--- config.mk ---
export PLATFORM = sky130hd
export DESIGN_NAME = icache
export DESIGN_NICKNAME = d
export VERILOG_FILES = /design/src/rtl/icache.sv
export SDC_FILE = /design/constraint.sdc
export NUM_CORES = 1
export LEC_CHECK = 0
export CAP_MARGIN = 15
export CORE_MARGIN = 2
export CORE_UTILIZATION = 32
export CTS_CLUSTER_SIZE = 30
export DETAILED_ROUTE_END_ITERATION = 16
export SYNTH_ARGS = -nofsm -noshare
export SYNTH_HDL_FRONTEND = slang
export SYNTH_SLANG_ARGS = --single-unit
--- constraint.sdc ---
create_clock -name CLK -period 4.8 [get_ports CLK]
set_input_delay 0.96 -clock CLK [delete_from_list [all_inputs] [get_ports CLK]]
set_output_delay 0.96 -clock CLK [all_outputs]
set_load 0.1 [all_outputs]
--- src/rtl/icache.sv ---
// icache: direct-mapped, one-word-per-block, read-only instruction cache.
//   Datapath side : imemREN/imemaddr in, ihit/imemload out (zero-latency hit).
//   Memory side   : iREN/iaddr out, iwait/iload in (single-word fill on miss).
//   Control       : flush invalidates every frame; nRST is asynchronous active-low.
// Parameters: SETS frames (power of two, >=2), IDX_W = $clog2(SETS).
module icache #(
   parameter int unsigned SETS  = 16,
   parameter int unsigned IDX_W = 4
) (
   input  logic        CLK,
   input  logic        nRST,
   input  logic        imemREN,
   input  logic [31:0] imemaddr,
   input  logic        flush,
   output logic        ihit,
   output logic [31:0] imemload,
   output logic        iREN,
   output logic [31:0] iaddr,
   input  logic        iwait,
   input  logic [31:0] iload
);

   localparam int unsigned TAG_W = 32 - IDX_W - 2;

   typedef enum logic {StIdle, StFetch} state_t;

   state_t            state, next_state;
   logic [SETS-1:0]   valid;
   logic [TAG_W-1:0]  tags  [SETS];
   logic [31:0]       data  [SETS];
   logic [31:2]       miss_word;

   logic [IDX_W-1:0]  idx, fill_idx;
   logic [TAG_W-1:0]  tag_in;
   logic              hit, fill, start_miss;
   logic              unused_addr;

   // Byte offset is meaningless for word fetches.
   assign unused_addr = ^imemaddr[1:0];

   assign idx      = imemaddr[IDX_W+1:2];
   assign tag_in   = imemaddr[31:IDX_W+2];
   assign fill_idx = miss_word[IDX_W+1:2];

   assign hit = imemREN & valid[idx] & (tags[idx] == tag_in) & (state == StIdle) & ~flush;
   assign start_miss = (state == StIdle) & imemREN & ~hit & ~flush;
   // A fill coinciding with flush is dropped so the frame stays invalid.
   assign fill = (state == StFetch) & ~iwait & ~flush;

   assign ihit     = hit;
   assign imemload = hit ? data[idx] : 32'h0;

   always_ff @(posedge CLK or negedge nRST) begin
      if (!nRST) begin
         state <= StIdle;
      end else begin
         state <= next_state;
      end
   end

   always_comb begin
      next_state = state;
      iREN       = 1'b0;
      iaddr      = 32'h0;
      unique case (state)
         StIdle: begin
            if (start_miss) next_state = StFetch;
         end
         StFetch: begin
            iREN  = 1'b1;
            iaddr = {miss_word, 2'b00};
            if (!iwait) next_state = StIdle;
         end
         default: next_state = StIdle;
      endcase
      if (flush) next_state = StIdle;
   end

   always_ff @(posedge CLK or negedge nRST) begin
      if (!nRST) begin
         miss_word <= '0;
      end else if (start_miss) begin
         miss_word <= imemaddr[31:2];
      end
   end

   always_ff @(posedge CLK or negedge nRST) begin
      if (!nRST) begin
         valid <= '0;
      end else if (flush) begin
         valid <= '0;
      end else if (fill) begin
         valid[fill_idx] <= 1'b1;
      end
   end

   // Tag and data arrays carry no reset; valid alone qualifies them.
   always_ff @(posedge CLK) begin
      if (fill) begin
         tags[fill_idx] <= miss_word[31:IDX_W+2];
         data[fill_idx] <= iload;
      end
   end

endmodule
# ---- Word-level counts from Yosys, hierarchy flattened
# Memory sizes are Yosys's and may differ from the RTL's.
# Cells that the tools add are included.
dict set report word_totals {
  reg_bits 47
  ramBits 928
  inputBits 69
  output_inout_bits 66
  elab_cells 40
  memories 2
}
# memory depth word_bits rd rd_clocked_by_memory_dff write_ports line
set mem_list {}
lappend mem_list {data 16 32 1 0 1 30} ;# logic [31:0] data [SETS];
lappend mem_list {tags 16 26 1 0 1 29} ;# logic [TAG_W-1:0] tags [SETS];
dict set report op_classes {
  order_cmp 3
  n_eq_ne 1
  muxes 15
  n_bitwise 14
  reduce_logical 2
}
# op n
set op_table {}
lappend op_table {{2-to-1 mux 32 bit} 2}
lappend op_table {{2-to-1 mux 16 bit} 2}
lappend op_table {{== test 26 bit} 1}
lappend op_table {{OR 16 bit} 1}
lappend op_table {{< comparator 4 x 5 -> 1 bit (second input constant)} 2}
lappend op_table {{AND 1 bit} 9}
lappend op_table {{2-to-1 mux 1 bit} 8}
lappend op_table {{binary-select mux 1 bit (select 4 bit)} 1}
lappend op_table {{demux 1 bit (select 4 bit)} 1}
lappend op_table {{greater-or-equal comparator 4 x 1 -> 1 bit (second input constant)} 1}
lappend op_table {{NOT 1 bit} 4}
lappend op_table {{case mux 1 bit (2 select lines)} 1}
lappend op_table {{nonzero test 2 bit} 1}
lappend op_table {{logical AND 1 bit} 1}

# ---- Longest topological paths before layout
dict set report logic_depth {
  word_depth 12
  mapped_depth 15
  depth_no_buf 9
}

# ---- Worst setup path before layout
# Ideal clock, no wire load.
dict set report synth_path {
  path_type {in2out}
  startpoint {input port imemaddr[2]}
  endpoint {output port imemload[10]}
  arrival_time_ps 4795
  t_required_ps 3840
  slack_ps -955
  stages 12
  path_buffers 4
  cell_sequence {buf_6 > buf_6 > buf_2 > mux2i_1 > a221oi_1 > mux2_2 > a22oi_1 > nand4_1 > nor4_2 > nand4_4 > buf_1 > nor2b_1}
}
dict set report synth_between {
  elab_chain_cells 7
  word_cells_on_any_way 10
  classes_between {eq/ne (1); mux (3); bitwise (4); memory (2)}
}
# item line
set synth_rtl {}
lappend synth_rtl {{start: declaration} 13} ;# input logic [31:0] imemaddr,
lappend synth_rtl {{branches (longest 6 deep; another with memory (16 x 26 bit))} --}
lappend synth_rtl {{2-to-1 mux 32 bit (*)} 51} ;# assign imemload = hit ? data[idx] : 32'h0;
lappend synth_rtl {{end: declaration} 16} ;# output logic [31:0] imemload,
# Every way passes the cells marked *. The select of a mux whose other input is x is not followed.

# ---- Final worst setup path
dict set report layout_path {
  startpoint {input port imemaddr[2]}
  endpoint {output port imemload[31]}
}
# Same word-level chain as after synthesis.

==> flow_summary.yaml <==
die:
  top_level_ports: 135
  die_width_um: 350.3
  rows: 127
  core_area_sq_mm: 0.1195
  initial_utilization_pct: 32.12
  die-area_sq_mm: 0.1227
  die_h_um: 350.3
place:
  place.port_buffers: 130
  hpwl_um: 56800
  gp_routability_congestion: 0.8073
  placedCellCount: 3545
  dpl-instance-area_sq_mm: 0.04362
grt:
  grtUsageMet3_pct: 4.008
  largest_net_degree_at_the_start_of_global_routing: 77
  wire_length_of_the_first_global_routing_pass_um: 141400
  met2_usage_pct: 24.99
  busiest_layer: "met2"
  globalRouteMet1Util_pct: 22.81
  antenna_found_initial: 10
  grt_pass1_vias: 19484
  global_route.overflow_total: 0
  grt_use_total_pct: 16.08
timing:
  finalHoldViolCount: 0
  tightest_hold_margin_ps: 410.3
  max_slew_margin_pct: 31.53
  grt_setup_unrepaired: "true"
  layout_worst_path_cycle_share_pct: 104.1
  finalMaxSlewViolations: 0
  worst_pin_slew_ps: 1024
  maxClockFrequency_mhz: 200.1
  postLayoutSetupSlackWorst_ps: -197.0
  final_period_minus_worst_setup_slack_ps: 4997
  timing.final.setup_violations: 33
  skew_ps: 22.86
synthesis:
  ys_warn_count: 0
  ys_top_cells_by_count: "edfxtp_1 (928), mux4_2 (242), mux2i_1 (76)"
  synth.top_cell.area_share_pct: 72.60
  synth.most_common_cell: "edfxtp_1"
  synth_cells: 1742
  cell_types_with_the_largest_area_share_after_synthesis: "edfxtp_1 (73%), mux4_2 (14%), dfrtp_1 (3.1%), mux2i_1 (2.0%), mux2_4 (1.2%)"
  yosysUniqueCellTypes: 65
  synth-edff-count: 928
  ys_dominant_reg_cell: "edfxtp_1"
  proportion_of_synthesized_chip_area_in_sequential_cells_pct: 75.66
  synth_area_sq_mm: 0.03839
  synthArstFlopShare_pct: 4.821
  synth-seq-cells: 975
  yosys.area.top_type: "edfxtp_1"
  syn_avg_cell_area_sq_um: 22.04
setup_path:
  critical_path_required_ps: 3840
  crit_arrival_ps: 4040
  critPathCaptureType: "output port"
  crit_type: "primary input to output port"
  worstSetupStartpointType: "primary input"
  worst-path-max-fanout: 8
clock_tree:
  clkTransAtPathRegs_ps: 60
  cts_num_sinks: 975
  tritoncts: "done"
  cts-root-buf: "clkbuf_16"
  htreeDepth: 3
  cts_buffer_depth: 3
  cts.hold.buffers_added: 0
  clkLatencyLatePin_ps: 660
  cts_buffers: 92
routing:
  antenna_violating_nets_post_route: 0
  routed_wirelength_um: 99160
  detail_route.drc_violations: 0
  detail_route.first_pass.iterations: 5
  detail_route.vias_per_cell: 5.071
  vias: 19032
  dr.first_iter.drc_count: 2061
  route.detailed.wl_per_inst_um: 26.42
min_path:
  hold_crit_path_type: "primary input to asynchronous set/reset pin"
power:
  power.leakage_nw: 15.61
  power-per-cell-area_mw_per_mm2: 391.5
  irDropWorstVdd_v: 0.0002338
finish:
  drive_above_1_share_pct: 35.67
  postLayoutCellArea_sq_mm: 0.04778
  nNetsFinal: 2132
  number_of_filler_instances_in_the_final_layout: 10543
  synthToLayoutAreaGrowth_pct: 24.49
  layoutNonFillerInstCount: 3753
status:
  violations_in_the_final_reports: "setup timing"
  result_of_the_run: "complete, but fails checks"
flow_run:
  timing.max_cap.violations: 0
[layout by cell type (no fill, tap or decap), types with 16 or more instances in the layout]
cell type / instances
clkdlybuf4s50_1: 89
clkbuf_16: 94
xnor2_1: 16
mux4_2: 243
buf_12: 82
nand2_1: 20
o22ai_1: 18
buf_4: 114
nor2b_4: 30
mux2i_1: 68
nor2_4: 16
dfrtp_1: 46
mux2_4: 31
and2_1: 30
inv_1: 19
edfxtp_1: 928
clkinv_2: 28
[where the power goes]
group	internal (mW)	total, mW	leakage, nW	switching (mW)
Clock	4.37	7.57	1.53	3.20
Sequential	9.57	9.79	8.93	0.224
Combinational	0.610	1.35	5.14	0.736
[path summary, 6_finish.rpt]
check,startpoint,to,slack [ps],cells after the start
max,imemaddr[2],imemload[31],-200,14
max reg2reg,tags[15][3],miss_word[22],1310,11
max in group asynchronous,nRST,miss_word[24],3470,2
min reg2reg,valid[10],valid[10],550,2
min in group CLK,valid[10],valid[10],550,2
min,nRST,miss_word[7],410,1
[metrics by stage]
| step | power, mW | worst slack, ps | TNS [ps] | util (%) |
|---|---|---|---|---|
| 2_1_floorplan | 10.67 | 4.244 | 0 | - |
| 3_3_place_gp | 11.20 | -392.9 | -10470 | 36.51 |
| 3_5_place_dp | 11.24 | -467.2 | -12420 | 36.51 |
| 4_1_cts | 18.83 | -196.7 | -2739 | 39.81 |
| 5_1_grt | 19.28 | -293.5 | -7467 | 39.99 |
| 6_report | 18.71 | -197.0 | -4312 | 39.99 |
[logic make-up (layout without fill, tap and decap cells)]
| family | count (synthesis) | in the layout | share of synthesized area [%] |
|---|---|---|---|
| mux | 354 | 354 | 17.57 |
| simple gates | 187 | 187 | 2.934 |
| buf+inv | 119 | 515 | 1.633 |
| other cells | 1 | 4 | 0.009769 |
| xor+xnor | 31 | 31 | 0.7073 |
| flops | 975 | 975 | 75.66 |
| compound gates | 75 | 75 | 1.486 |
[area by class of cell]
class / count / area [sq um] / share of cell area (%)
inverters: 20 / 78.83 / 0.1650
repair buffers: 325 / 4150 / 8.685
well taps: 1612 / 2017 / 4.221
clock buffers: 102 / 2361 / 4.941
clock inverters: 68 / 767.0 / 1.605
diodes: 2 / 5.005 / 0.01047
multi-input cells: 649 / 9361 / 19.59
flip-flops and latches: 975 / 29040 / 60.78
[state kept, by name, summed over array words and instances, names as in the netlist]
name       flops
tags         416
valid         16
data         512
state          1
miss_word     30
[critical path, stage by stage]
cell	delay [ps]
buf_16	140
buf_12	150
buf_12	130
mux4_2	500
nand2b_4	160
a211o_1	260
nand3_2	100
nand4_1	140
nor4_4	410
nand4_4	210
buf_16	210
buf_16	190
and2b_2	260
buf_12	170
[per-layer routing]
metal | vias to the layer above | routed length (um)
met5 | - | 76
met4 | 12 | 2089
met3 | 141 | 7582
met2 | 705 | 46300
met1 | 10274 | 43110
li1 | 7900 | -
[timing repair]
item                       CTS  global route
gates resized for setup     83            26
setup buffers               20             7
hold endpoints to repair     0             0
setup endpoints to repair   33            33
pin swaps                   11            11
cloned                       9             1
(Power assumes the default switching activity.)
